[config.mk]
export PLATFORM = sky130hd
export DESIGN_NAME = store_narrow
export DESIGN_NICKNAME = d
export VERILOG_FILES = /design/src/rtl/store_narrow.sv
export SDC_FILE = /design/constraint.sdc
export NUM_CORES = 1
export LEC_CHECK = 0
export CAP_MARGIN = 40
export CORE_UTILIZATION = 47
export CTS_BUF_LIST = sky130_fd_sc_hd__clkbuf_2
export CTS_CLUSTER_DIAMETER = 200
export DETAILED_ROUTE_END_ITERATION = 8
export PLACE_DENSITY_LB_ADDON = 0.2
export RECOVER_POWER = 25
export REMOVE_ABC_BUFFERS = 1
export SLEW_MARGIN = 30
export SYNTH_ARGS = -nofsm -noshare
export SYNTH_HDL_FRONTEND = slang
export SYNTH_SLANG_ARGS = --single-unit
[constraint.sdc]
create_clock -name clock -period 4.4 [get_ports clock]
set_clock_uncertainty 0.1 [all_clocks]
set_input_delay 0.88 -clock clock [delete_from_list [all_inputs] [get_ports clock]]
set_output_delay 0.88 -clock clock [all_outputs]
set_load 0.05 [all_outputs]
[src/rtl/store_narrow.sv]
// Store-path byte-lane unit: narrows a register value to SB/SH/SW and commits it to
// word-organised memory, using read-modify-write for sub-word stores.
module store_narrow (
  input  logic        clock,
  input  logic        reset,
  input  logic        start,
  input  logic [1:0]  size,
  input  logic [31:0] addr,
  input  logic [31:0] dataIn,
  output logic [31:0] memAddr,
  output logic        memRead,
  output logic        memWrite,
  output logic [31:0] memDataOut,
  input  logic [31:0] memDataIn,
  input  logic        memReady,
  output logic        busy,
  output logic        done,
  output logic        misaligned
);

  typedef enum logic [1:0] {IDLE, READ, WRITE, DONE} state_t;

  state_t      state, state_nxt;
  logic [1:0]  size_p0;
  logic [1:0]  off_p0;
  logic [31:0] data_p0;
  logic        mis_p0;

  function automatic logic is_misaligned(input logic [1:0] sz, input logic [1:0] off);
    logic bad;
    bad = 1'b0;
    case (sz)
      2'b00:   bad = 1'b0;
      2'b01:   bad = off[0];
      2'b10:   bad = (off != 2'b00);
      default: bad = 1'b1;
    endcase
    return bad;
  endfunction

  // Big-endian lanes: offset 0 is the most significant byte/halfword.
  function automatic logic [31:0] merge_lane(input logic [31:0] word, input logic [31:0] data,
                                             input logic [1:0] sz, input logic [1:0] off);
    logic [31:0] res;
    res = word;
    if (sz == 2'b00) begin
      case (off)
        2'd0:    res[31:24] = data[7:0];
        2'd1:    res[23:16] = data[7:0];
        2'd2:    res[15:8]  = data[7:0];
        default: res[7:0]   = data[7:0];
      endcase
    end else if (off[1]) begin
      res[15:0] = data[15:0];
    end else begin
      res[31:16] = data[15:0];
    end
    return res;
  endfunction

  always_comb begin
    state_nxt = state;
    case (state)
      IDLE: begin
        if (start) begin
          if (is_misaligned(size, addr[1:0])) state_nxt = DONE;
          else if (size == 2'b10)             state_nxt = WRITE;
          else                                state_nxt = READ;
        end
      end
      READ:    if (memReady) state_nxt = WRITE;
      WRITE:   if (memReady) state_nxt = DONE;
      default: state_nxt = IDLE;
    endcase
  end

  // Stage p0: request latch and merged write word
  always_ff @(posedge clock) begin
    if (reset) begin
      state      <= IDLE;
      memAddr    <= 32'd0;
      memDataOut <= 32'd0;
      mis_p0     <= 1'b0;
    end else begin
      state <= state_nxt;
      if (state == IDLE && start) begin
        memAddr <= {addr[31:2], 2'b00};
        mis_p0  <= is_misaligned(size, addr[1:0]);
        if (size == 2'b10) memDataOut <= dataIn;
      end else if (state == READ && memReady) begin
        memDataOut <= merge_lane(memDataIn, data_p0, size_p0, off_p0);
      end
    end
  end

  always_ff @(posedge clock) begin
    if (state == IDLE && start) begin
      size_p0 <= size;
      off_p0  <= addr[1:0];
      data_p0 <= dataIn;
    end
  end

  assign busy       = (state != IDLE);
  assign done       = (state == DONE);
  assign misaligned = (state == DONE) && mis_p0;
  assign memRead    = (state == READ);
  assign memWrite   = (state == WRITE);

endmodule

# Yosys cells after proc, flatten, opt, wreduce, memory -nomap -nowiden
# Index checks and enable logic that the tools add are counted.
word_totals:
  latch_bits: 0
  out_inout_bits: 69
  n_memories: 0
  wordCells: 50
  ram_bits: 0
  mem_bits_ro: 0
  in_bits: 102
  ff_bits: 85
op_classes:
  n_shift: 0
  muxes: 19
  n_div: 0
  addsub: 0
  n_eq_ne: 11
  multipliers: 0
  n_bitwise: 0
  n_reduce_logical: 13
  order_cmp: 0
ops:
  columns: ["op", "n"]
  rows:
  - ["2-to-1 mux 32 bit", 4]
  - ["2-to-1 mux 16 bit", 2]
  - ["2-to-1 mux 8 bit", 4]
  - ["2-to-1 mux 2 bit", 5]
  - ["equality test 2 bit, second input constant", 4]
  - ["zero test 2 bit", 4]
  - ["equality test 2 x 1 -> 1 bit, second input constant", 3]
  - ["inequality test 2 x 1 -> 1 bit, second input constant", 3]
  - ["one-hot mux 2 bit (3 select lines)", 1]
  - ["nonzero test 2 bit", 3]
  - ["logical AND 1 bit", 3]
  - ["one-hot mux 1 bit (3 select lines)", 1]
  - ["AND reduction 3 bit", 1]
  - ["OR reduction 3 bit", 1]
  - ["2-to-1 mux 1 bit", 2]
  - ["inequality test 2 bit, second input constant", 1]
  - ["AND reduction 2 bit", 1]

# Longest topological paths before layout
depth:
  word_depth: 7
  depth_mapped: 9
  mapped_depth_nobuf: 7

# Least setup slack after synthesis
# No wires, ideal clock.
synth_path:
  path_kind: "reg2out"
  from: "register state[1]"
  to: "output misaligned"
  t_required_ps: 3420
  t_arrival_ps: 1399
  n_path_buf: 0
  path_stages_with_launch: 3
  slack_ps: 2021
  cell_sequence: "dfxtp_1 -> ha_1 -> and2_1"
synth_between:
  elab_chain_len: 2
synth_lines:
  columns: ["item", "line_no", "text"]
  rows:
  - ["start, declared", "23", "state_t state, state_nxt;"]
  - ["start signal, assigned", "85", "state <= state_nxt;"]
  - ["equality test 2 bit", null, null]
  - ["net done", "17", "output logic done,"]
  - ["logical AND 1 bit", "106", "assign misaligned = (state == DONE) && mis_p0;"]
  - ["end, declared", "18", "output logic misaligned"]
# The timed path passes the listed nets, and every way through them passes these cells.

# Worst setup path after layout
layout_path:
  from: "input start"
  to: "register memDataOut[24]"
layout_between:
  elab_chain_len: 3
  elab_cells_between_ends: 5
  classes_between: "eq/ne (1); mux (1); reduce/logical (3)"
layout_lines:
  columns: ["item", "line_no", "text"]
  rows:
  - ["start, declared", "6", "input logic start,"]
  - ["logical AND 1 bit (*)", "86", "if (state == IDLE && start) begin"]
  - ["inequality test 2 x 1 -> 1 bit (no source line) / nonzero test 2 bit (equally long branches)", null, null]
  - ["AND reduction 2 bit (no source line)", null, null]
  - ["end signal, assigned", "89", "if (size == 2'b10) memDataOut <= dataIn;"]
  - ["end signal, assigned", "91", "memDataOut <= merge_lane(memDataIn, data_p0, size_p0, off_p0);"]
  - ["end, declared", "13", "output logic [31:0] memDataOut,"]
# Every way passes the cells marked *; elsewhere a longest branch is shown, timed or not.
# A chain may end at the register's enable or synchronous reset.

==> results.md <==
* Status: finished clean
* Clock latency on the worst-skew pair at 0.52 ns
* Crit path buffers/inverters at 2
* CP top delay family: simple AND/OR/NAND/NOR gates
* Syn_area_per_cell at 9.14 um^2
* DRT Pass-1 Iters at 7
* Hold Buf Count CTS at 0
* CP Capture Type: flip-flop
* Nets@finish at 690
* Vias at 3842
* # clock sinks at 85
* P per Cell Area at 481 nW/um^2
* Minimum hold slack at 0.370 ns
* Minimum clock period at 3.31 ns
* Starting Density at 49.7%
* Xor/xnor share of the synthesized area at 0%
* Final hold vios at 0
* Avg Vias per Cell at 5.56
* Most frequent cells in the layout: 147 x clkdlybuf4s50_1, 113 x nand2_1, 65 x dfxtp_1, 50 x a21oi_1, 32 x a32o_1
* Post_cts resized at 0
* Register area share after synthesis at 48.5%
* Post-synthesis compound-gate area fraction at 19.8%
* Max incr delay on CP at 0.74 ns
* Clock-pin slew on the worst setup and hold paths at 0.24 ns
* Chip Width at 93.3 um
* Slew @ Worst Pin at 0.975 ns
* # fillers at 612
* Fin cells at 691
* Root Buffer: clkbuf_2
* Req. time, crit path at 4.75 ns
* Post-synthesis simple-gate area fraction at 20.9%
* Antenna Nets Post-Route at 0
* Core Rows at 32
* Die Span Y at 93.3 um
* CTS tree: done
* CTS H-tree lvls at 3
* # IOs at 171
* LEAKAGE at 2.18 nW
* Count of pins over their slew limit at 0
* WS Path Type: primary input to flip-flop
* Gr usage total at 25.6%
* Worst slack, placed at 0.883 ns
* Fin crit share at 75.2%
* Wire length per cell at 16.4 um
* Largest family of logic cells by synthesized area: simple AND/OR/NAND/NOR gates
* Largest net degree at the start of global routing at 37
* Slew headroom at 35.0%
* Endpoints failing setup at 0
* PortBufs at 168
* Critical path cell sequence: dlygate4sd3_1 -> nand2_2 -> inv_1 -> nor2_2 -> a2bb2oi_1 -> a32o_1
* Max-cap violations at 0
* Post-Syn Area at 3920 um^2
* #FFs+latches synth at 85
* Most common cell after layout, fill and taps aside: clkdlybuf4s50_1
* Share of layout cells above drive strength 1 at 4.93%
* Area growth syn-to-layout at 47.3%
* Adder and majority cell fraction of the synthesized area at 1.60%
* Dpl cells at 674
* Worst path setup slack after routing at 1.09 ns
* Die area at 8710 um^2
* CP max FO at 34
* Fmax at 302 MHz
* Post-Route WL at 11300 um
* Area of the core at 7890 um^2
* Hold Crit Class: flip-flop to flip-flop
* RSZ-0062 raised after global routing: no
* Syn. warnings at 0
* Gpl congestion at 0.870
* Vias in the first global route at 3809
* Post-layout util at 73.2%
* Post-synthesis mux area share at 4.09%
* Design Area, Final at 5770 um^2
* Worst vdd ir at 0.000370 V
* Synth unique cells at 35
* Final total power at 2.78 mW
* Post-route DRC at 0
* Total congestion overflow at 0
* Initial antenna violation count at 1
* Detailed-placement wirelength estimate at 7950 um
* Syn Inst Count at 429
* Startpoint types: primary input
* Post-CTS setup buffer count at 0
* FF/Latch Area at 1900 um^2
* DR iter-0 viols at 231
* Slowest cell on crit path: nor2_2
* Setup TNS at 0 ns
* Clock Tree Buf Depth at 2
* Placed inst area at 5610 um^2
* Multi-input logic area at 1830 um^2
* Worst EP arrival at 3.66 ns
* First-pass GRT wire length at 17500 um
* Total CTS buffers at 9
==> sequential cells by signal, indices dropped and copies added, names as in the netlist <==
name,count
data_p0,16
memAddr,30
memDataOut,32
mis_p0,1
off_p0,2
size_p0,2
state,2
==> kinds of logic (layout without fill, tap and decap cells) <==
group / Yosys count / count (layout)
buffers and inverters: 37 / 195
AOI/OAI and AO/OA: 106 / 106
muxes: 16 / 16
DFF: 85 / 85
adders and majority gates: 5 / 5
other: 1 / 3
and+or+nand+nor: 179 / 179
==> where the power goes <==
group | switching, mW | internal, mW | total [mW]
logic | 0.785 | 0.438 | 1.22
clock network | 0.277 | 0.249 | 0.525
registers | 0.0913 | 0.937 | 1.03
total | 1.15 | 1.62 | 2.78
==> cell usage after synthesis <==
cell,number,area share [%]
nand2_1,113,11
dfxtp_1,65,33
a21oi_1,51,6.5
a32o_1,32,8.2
edfxtp_1,20,15
nand2b_1,17,2.7
nand3_1,17,2.2
a2bb2oi_1,16,3.6
mux2i_1,16,4.1
nor2_1,12,1.1
buf_2,11,1.4
clkbuf_1,11,1.1
nor4_1,8,1.3
ha_1,5,1.6
buf_4,4,0.77
buf_6,4,1.1
buf_1,3,0.29
inv_1,3,0.29
a21o_1,2,0.38
nor2b_1,2,0.32
nor3_4,2,0.83
or2_1,2,0.32
a211o_1,1,0.22
and2_1,1,0.16
and3_1,1,0.16
conb_1,1,0.096
inv_2,1,0.096
nand2_2,1,0.16
nor2_2,1,0.16
nor3b_4,1,0.48
o22ai_1,1,0.16
o311ai_1,1,0.22
o31a_1,1,0.22
o31ai_2,1,0.32
or3_1,1,0.16
==> worst register-to-register path: cells and delay by family (launching register included) <==
family / cells / cell delay [ns]
compound gates: 2 / 0.46
flops: 1 / 0.50
fa+ha+maj: 1 / 0.24
simple gates: 2 / 1.21
buf+inv: 2 / 0.64
==> metal layers <==
layer	vias to the layer above	global-route usage, %	share of wire [%]
met3	29	6.83	11
met1	1773	30.1	38
met2	201	42.9	48
met5	-	0	0
li1	1839	-	-
met4	0	12.8	3.0
==> final cells by class <==
cell class | instances | area share [%]
inverter | 4 | 0.260
antenna | 1 | 0.0433
clock buffer | 9 | 0.780
multi-input combinational | 308 | 31.7
timing repair buffer | 175 | 30.0
sequential | 85 | 32.9
clock inverter | 7 | 2.12
tap | 102 | 2.21
==> worst paths after layout <==
path	startpoint	to	slack (ns)	depth (start not counted)
hold reg to reg	memAddr[10]$_SDFFE_PP0P_	memAddr[10]$_SDFFE_PP0P_	0.37	2
hold / removal	memAddr[10]$_SDFFE_PP0P_	memAddr[10]$_SDFFE_PP0P_	0.37	2
setup reg to reg	state[1]$_SDFFE_PP0P_	memDataOut[24]$_SDFFE_PP0P_	1.20	7
setup / recovery	start	memDataOut[24]$_SDFFE_PP0P_	1.09	6
(Power assumes the default switching activity.)
